File: config.mk
export PLATFORM = sky130hd
export DESIGN_NAME = othello_ctrl
export DESIGN_NICKNAME = d
export VERILOG_FILES = /design/src/rtl/othello_ctrl.sv
export SDC_FILE = /design/constraint.sdc
export NUM_CORES = 1
export LEC_CHECK = 0
export CAP_MARGIN = 10
export CELL_PAD_IN_SITES_DETAIL_PLACEMENT = 0
export CELL_PAD_IN_SITES_GLOBAL_PLACEMENT = 1
export CORE_ASPECT_RATIO = 0.5
export CORE_MARGIN = 2
export CORE_UTILIZATION = 36
export DETAILED_ROUTE_END_ITERATION = 10
export GPL_TIMING_DRIVEN = 0
export PLACE_DENSITY = 0.95
export SLEW_MARGIN = 20
export SYNTH_ARGS = -nofsm -noshare
export SYNTH_HDL_FRONTEND = slang
export SYNTH_SLANG_ARGS = --single-unit
File: constraint.sdc
create_clock -name clock -period 2.85 [get_ports clock]
set_input_delay 0.285 -clock clock [delete_from_list [all_inputs] [get_ports clock]]
set_output_delay 0.285 -clock clock [all_outputs]
set_load 0.01 [all_outputs]
File: src/rtl/othello_ctrl.sv
// othello_ctrl: control sequencer for the Othello board datapath.
//
// Turns debounced button levels into single-cycle datapath strobes. It also
// scans a BOX_SIZE x BOX_SIZE pixel window for each cell redraw, blocks moves
// that would leave the board and placements on occupied cells, and opens a
// win-detect window after every placement.
//
// Ports:
//   clock, resetn             clock; synchronous reset, active-high
//   key_up/down/left/right    debounced direction buttons, 1 = pressed
//   key_place                 debounced place button, 1 = pressed
//   x, y                      current cursor cell from the datapath
//   cell_occupied             cell (x,y) already holds a disk
//   winsignal                 datapath win flag, sampled at end of DETECT
//   move_up/down/left/right   one-cycle cursor move strobes
//   plot_empty, plot_box      one-cycle plot-coordinate load strobes
//   place_disk, turn_side     one-cycle disk placement / side toggle strobes
//   detect_en                 win-detect window (DETECT_CYCLES cycles)
//   plot, dx, dy              VGA write enable and pixel offset in the box
//   busy                      high in every state except IDLE and WIN
//   game_over                 high in WIN
module othello_ctrl #(
    parameter int BOX_SIZE      = 13,
    parameter int DETECT_CYCLES = 8,
    parameter int BOARD_MAX     = 7
) (
    input  logic       clock,
    input  logic       resetn,
    input  logic       key_up,
    input  logic       key_down,
    input  logic       key_left,
    input  logic       key_right,
    input  logic       key_place,
    input  logic [2:0] x,
    input  logic [2:0] y,
    input  logic       cell_occupied,
    input  logic       winsignal,
    output logic       move_up,
    output logic       move_down,
    output logic       move_left,
    output logic       move_right,
    output logic       plot_empty,
    output logic       plot_box,
    output logic       place_disk,
    output logic       turn_side,
    output logic       detect_en,
    output logic       plot,
    output logic [3:0] dx,
    output logic [3:0] dy,
    output logic       busy,
    output logic       game_over
);

    typedef enum logic [3:0] {
        S_INIT, S_IDLE, S_MOVE_UP, S_MOVE_DOWN, S_MOVE_LEFT, S_MOVE_RIGHT,
        S_ERASE_LD, S_ERASE_DRAW, S_BOX_LD, S_BOX_DRAW, S_PLACE_LD,
        S_PLACE_DRAW, S_DETECT, S_TURN, S_RELEASE, S_WIN
    } state_t;

    localparam logic [3:0] PIX_LAST  = 4'(BOX_SIZE - 1);
    localparam logic [2:0] COORD_MAX = 3'(BOARD_MAX);
    localparam int         DET_W     = (DETECT_CYCLES > 1) ? $clog2(DETECT_CYCLES) : 1;
    localparam logic [DET_W-1:0] DET_LAST = DET_W'(DETECT_CYCLES - 1);

    state_t           r_state;
    state_t           w_next_state;
    logic [3:0]       r_dx;
    logic [3:0]       r_dy;
    logic [DET_W-1:0] r_det_cnt;

    logic w_in_draw;
    logic w_draw_last;
    logic w_det_last;
    logic w_any_key;

    assign w_in_draw   = (r_state == S_ERASE_DRAW) || (r_state == S_BOX_DRAW) ||
                         (r_state == S_PLACE_DRAW);
    assign w_draw_last = (r_dx == PIX_LAST) && (r_dy == PIX_LAST);
    assign w_det_last  = (r_det_cnt == DET_LAST);
    assign w_any_key   = key_up | key_down | key_left | key_right | key_place;

    // State register plus the pixel and detect counters. The counters are
    // zero on entry to every draw/detect state and clear themselves on exit,
    // so dx/dy read 0 everywhere outside the draw states.
    // NOTE: non-blocking assignments here so every register samples the
    // pre-edge values of the others, independent of statement order.
    always_ff @(posedge clock) begin
        if (resetn) begin
            r_state   <= S_INIT;
            r_dx      <= '0;
            r_dy      <= '0;
            r_det_cnt <= '0;
        end else begin
            r_state <= w_next_state;
            if (w_in_draw) begin
                if (r_dx == PIX_LAST) begin
                    r_dx <= '0;
                    r_dy <= w_draw_last ? 4'd0 : r_dy + 4'd1;
                end else begin
                    r_dx <= r_dx + 4'd1;
                end
            end
            if (r_state == S_DETECT) begin
                r_det_cnt <= w_det_last ? '0 : r_det_cnt + 1'b1;
            end
        end
    end

    // Next-state logic. The highest-priority pressed key alone decides the
    // action; an illegal request parks in RELEASE without trying lower keys.
    // NOTE: default assignment first so no path leaves w_next_state unassigned
    // (which would infer a latch).
    always_comb begin
        w_next_state = r_state;
        unique case (r_state)
            S_INIT:       w_next_state = S_BOX_LD;
            S_IDLE: begin
                if (key_place)
                    w_next_state = cell_occupied ? S_RELEASE : S_PLACE_LD;
                else if (key_up)
                    w_next_state = (y != 3'd0) ? S_MOVE_UP : S_RELEASE;
                else if (key_down)
                    w_next_state = (y != COORD_MAX) ? S_MOVE_DOWN : S_RELEASE;
                else if (key_left)
                    w_next_state = (x != 3'd0) ? S_MOVE_LEFT : S_RELEASE;
                else if (key_right)
                    w_next_state = (x != COORD_MAX) ? S_MOVE_RIGHT : S_RELEASE;
            end
            S_MOVE_UP, S_MOVE_DOWN,
            S_MOVE_LEFT, S_MOVE_RIGHT: w_next_state = S_ERASE_LD;
            S_ERASE_LD:   w_next_state = S_ERASE_DRAW;
            S_ERASE_DRAW: if (w_draw_last) w_next_state = S_BOX_LD;
            S_BOX_LD:     w_next_state = S_BOX_DRAW;
            S_BOX_DRAW:   if (w_draw_last) w_next_state = S_RELEASE;
            S_PLACE_LD:   w_next_state = S_PLACE_DRAW;
            S_PLACE_DRAW: if (w_draw_last) w_next_state = S_DETECT;
            S_DETECT:     if (w_det_last) w_next_state = winsignal ? S_WIN : S_TURN;
            S_TURN:       w_next_state = S_RELEASE;
            S_RELEASE:    if (!w_any_key) w_next_state = S_IDLE;
            S_WIN:        w_next_state = S_WIN;
            default:      w_next_state = S_INIT;
        endcase
    end

    // Output decode: pure function of the registered state, so each strobe
    // is high for exactly the one cycle its state lasts.
    always_comb begin
        move_up    = 1'b0;
        move_down  = 1'b0;
        move_left  = 1'b0;
        move_right = 1'b0;
        plot_empty = 1'b0;
        plot_box   = 1'b0;
        place_disk = 1'b0;
        turn_side  = 1'b0;
        detect_en  = 1'b0;
        plot       = w_in_draw;
        busy       = (r_state != S_IDLE) && (r_state != S_WIN);
        game_over  = (r_state == S_WIN);
        case (r_state)
            S_MOVE_UP:    move_up    = 1'b1;
            S_MOVE_DOWN:  move_down  = 1'b1;
            S_MOVE_LEFT:  move_left  = 1'b1;
            S_MOVE_RIGHT: move_right = 1'b1;
            S_ERASE_LD:   plot_empty = 1'b1;
            S_BOX_LD:     plot_box   = 1'b1;
            S_PLACE_LD:   place_disk = 1'b1;
            S_DETECT:     detect_en  = 1'b1;
            S_TURN:       turn_side  = 1'b1;
            default:      ;
        endcase
    end

    assign dx = r_dx;
    assign dy = r_dy;

endmodule
==> metrics.txt <==
# TYPE chip_impl_metric gauge
chip_impl_metric{name="fin_tns_setup",unit="ns"} 0
chip_impl_metric{name="initial_antenna_violation_count",unit=""} 0
chip_impl_metric{name="buffer_ports.inserted",unit=""} 34
chip_impl_metric{name="critical-path-max-stage-delay",unit="ns"} 0.56
chip_impl_metric{name="die_width",unit="um"} 83.3
chip_impl_metric{name="crit_required",unit="ns"} 2.57
chip_impl_metric{name="tightestPinTransition",unit="ns"} 0.528
chip_impl_metric{name="grt_use_total",unit=""} 0.154
chip_impl_metric{name="grt_pass1_vias",unit=""} 1009
chip_impl_metric{name="layout.core_utilization",unit=""} 0.523
chip_impl_metric{name="grt.met1_usage",unit=""} 0.204
chip_impl_metric{name="leakage",unit="nW"} 0.631
chip_impl_info{name="critical_path.cell_chain",value="clkbuf_1 -> nand2_1 -> nor2_1 -> clkdlybuf4s50_1"} 1
chip_impl_metric{name="final.hold.worst_slack",unit="ns"} 0.461
chip_impl_metric{name="final_hold_viol_count",unit=""} 0
chip_impl_metric{name="synth_sequential_area_ratio",unit=""} 0.265
chip_impl_metric{name="syn-cell-area",unit="mm2"} 0.00113
chip_impl_metric{name="gp_routability_congestion",unit=""} 0.828
chip_impl_metric{name="relSlewSlack",unit=""} 0.648
chip_impl_metric{name="post_dp_cell_area",unit="mm2"} 0.00152
chip_impl_metric{name="grt-ovfl-total",unit=""} 0
chip_impl_metric{name="final_area",unit="mm2"} 0.00157
chip_impl_metric{name="setup_ws",unit="ns"} 0.621
chip_impl_metric{name="yosysWarningCount",unit=""} 0
chip_impl_metric{name="grt_start_max_net_pins",unit=""} 11
chip_impl_metric{name="preCtsSetupSlack",unit="ns"} 0.862
chip_impl_info{name="synth_ff_type",value="dfxtp_1"} 1
chip_impl_metric{name="netlist-cell-type-count",unit=""} 49
chip_impl_metric{name="detail_route.first_pass.iterations",unit=""} 4
chip_impl_metric{name="syn2layout_area_growth",unit="%"} 38.5
chip_impl_info{name="worstSetupPathType",value="flip-flop to output port"} 1
chip_impl_metric{name="report.final.setup_viol",unit=""} 0
chip_impl_info{name="post_synth_most_frequent_cells",value="nor2_1, dfxtp_1, a21oi_1, nand2_1"} 1
chip_impl_metric{name="ys_seq_elements",unit=""} 15
chip_impl_metric{name="final.min_clock_period",unit="ns"} 2.23
chip_impl_info{name="status",value="finished clean"} 1
chip_impl_metric{name="clkSlewWorstSetupHoldPaths",unit="ns"} 0.06
chip_impl_metric{name="io-pin-count",unit=""} 35
chip_impl_info{name="synthTopCellsByArea",value="dfxtp_1, nor2_1, ha_1, a21oi_1, nand2_1"} 1
chip_impl_metric{name="synth_cells",unit=""} 142
chip_impl_info{name="worstSetupStartpointType",value="flip-flop"} 1
chip_impl_metric{name="post-cts-setup-buffers",unit=""} 0
chip_impl_metric{name="final_max_slew_viol_count",unit=""} 0
chip_impl_info{name="setup_repair_after_global_routing_missed_its_margin",value="false"} 1
chip_impl_metric{name="floorplan_core_area",unit="mm2"} 0.00300
chip_impl_metric{name="post_synth.cell_area_avg",unit="um2"} 7.97
chip_impl_metric{name="instances_no_fill",unit=""} 220
chip_impl_metric{name="final_min_period_over_clock_period",unit=""} 0.782
chip_impl_metric{name="ant_nets",unit=""} 0
chip_impl_metric{name="synth-edff-count",unit=""} 0
chip_impl_info{name="synth.most_common_cell",value="nor2_1"} 1
chip_impl_metric{name="detailed_place_hpwl",unit="um"} 2060
chip_impl_metric{name="critical_path.n_buffers_inverters",unit=""} 2
chip_impl_metric{name="dr.first_iter.drc_count",unit=""} 28
chip_impl_metric{name="timing.critical_path.arrival",unit="ns"} 1.94
chip_impl_metric{name="vias",unit=""} 1119
chip_impl_metric{name="vias_per_cell",unit=""} 5.09
chip_impl_metric{name="resized_after_cts",unit=""} 0
chip_impl_metric{name="die_outline_height",unit="um"} 43.7
chip_impl_info{name="hold_path_class",value="flip-flop to flip-flop"} 1
chip_impl_metric{name="wirelength",unit="um"} 2630
chip_impl_metric{name="drc",unit=""} 0
chip_impl_info{name="cts_tree",value="built"} 1
chip_impl_info{name="timing.critical_path.max_delay_family",value="buffers and inverters"} 1
chip_impl_metric{name="max-cap-violations",unit=""} 0
chip_impl_metric{name="total_power_consumption",unit="mW"} 1.00
chip_impl_info{name="cpMaxStageDelayCell",value="clkdlybuf4s50_1"} 1
chip_impl_metric{name="max_clock_freq",unit="MHz"} 449
chip_impl_metric{name="total_die_area",unit="mm2"} 0.00364
chip_impl_metric{name="antenna-diode-count",unit=""} 0
chip_impl_metric{name="critical_path.max_fanout",unit=""} 10
chip_impl_metric{name="dp_cells",unit=""} 216
chip_impl_metric{name="number_of_h_tree_levels",unit=""} 1
chip_impl_metric{name="drive_above_1_share",unit=""} 0.100
chip_impl_metric{name="maximum_vdd_drop",unit="mV"} 0.256
chip_impl_metric{name="worst_skew_pair.late_latency",unit="ns"} 0.25
chip_impl_metric{name="grt.met3_usage",unit=""} 0.0438
chip_impl_info{name="synth_area_leader_cell",value="dfxtp_1"} 1
chip_impl_metric{name="start_util",unit=""} 0.378
chip_impl_metric{name="groute.layer.met2.usage",unit=""} 0.258
chip_impl_metric{name="synth_fp_nets",unit=""} 163
chip_impl_metric{name="power.density_cell_area",unit="mW/mm2"} 638
chip_impl_metric{name="cts_hold_repair.buffers",unit=""} 0
chip_impl_info{name="grt.busiest_layer",value="met2"} 1
chip_impl_metric{name="max-clock-path-buffers",unit=""} 2
chip_impl_metric{name="placement_rows",unit=""} 14
chip_impl_metric{name="numClockSinks",unit=""} 15
chip_impl_metric{name="synth_largest_type_area_fraction",unit=""} 0.265
chip_impl_metric{name="cts_buffers",unit=""} 3
chip_impl_info{name="cts_root_buf",value="clkbuf_8"} 1
chip_impl_metric{name="global_route_wire_length_before_repair",unit="um"} 4570
chip_impl_metric{name="fin_skew",unit="ns"} 0.00338
chip_impl_info{name="cp-end-kind",value="output port"} 1
chip_impl_metric{name="num-nets-final",unit=""} 202
chip_impl_metric{name="ys_async_sr_fraction",unit=""} 0
chip_impl_metric{name="avgRoutedWirePerCell",unit="um"} 11.9
==> final timing paths <==
kind,from,end,slack (ns),cells after the start
max,r_state[3]$_SDFFE_PP0P_,game_over,0.62,4
min reg2reg,r_det_cnt[1]$_SDFFE_PP0P_,r_det_cnt[1]$_SDFFE_PP0P_,0.46,2
min,r_det_cnt[1]$_SDFFE_PP0P_,r_det_cnt[1]$_SDFFE_PP0P_,0.46,2
max reg2reg,dy[0]$_SDFFE_PP0P_,r_state[3]$_SDFFE_PP0P_,1.06,7
==> flip-flops by register name, indices dropped and copies added (netlist names) <==
register / cells
dx: 4
dy: 4
r_state: 4
r_det_cnt: 3
==> metal layers <==
layer	vias up	share of wire
met5	-	0
met4	0	0.0072
met3	2	0.050
met2	22	0.44
met1	514	0.50
li1	581	-
==> where the power goes <==
| part | switching (mW) | leakage [nW] | total [mW] | internal (mW) |
|---|---|---|---|---|
| registers | 0.0280 | 0.122 | 0.269 | 0.241 |
| logic | 0.289 | 0.487 | 0.557 | 0.269 |
| clock network | 0.0746 | 0.0228 | 0.174 | 0.0990 |
==> placed cells by master, fill, tap and decap left out, types with 2 or more instances in the layout <==
cell type	netlist	final
buf_6	2	2
o21ai_0	3	3
o211ai_1	2	2
dfxtp_1	15	15
nand2b_1	5	5
nand2_1	13	13
ha_1	6	6
a21oi_1	14	14
clkbuf_8	0	3
nor3_1	3	3
inv_1	6	6
nand3_1	4	4
a22oi_1	2	2
or2_1	4	4
xor2_1	2	2
clkbuf_1	3	4
clkdlybuf4s50_1	0	34
nor2_1	25	25
==> final cells by class <==
| class | count | area [um2] |
|---|---|---|
| inverters | 6 | 22.5 |
| plain buffers | 7 | 46.3 |
| fillers | 281 | 1430 |
| flip-flops and latches | 15 | 300 |
| well taps | 40 | 50.0 |
| clock buffers | 4 | 45.0 |
| multi-input cells | 114 | 763 |
| repair buffers | 34 | 340 |
==> worst min-delay path: cells and delay by family (launching register included) <==
kind / cells / cell delay (ns)
compound gates: 1 / 0.05
simple gates: 1 / 0.05
flops: 1 / 0.31
==> cell families (layout without fill, tap and decap cells) <==
kind of cell	count (synthesis)	in the layout	share of synthesized area
AND/OR/NAND/NOR	69	69	0.339
AO/OA/AOI/OAI	35	35	0.236
flip-flops	15	15	0.265
buffers and inverters	13	51	0.0608
adder cells (fa/ha/maj)	6	6	0.0663
XOR/XNOR	3	3	0.0232
multiplexers	1	1	0.00884
(Power assumes the default switching activity.)
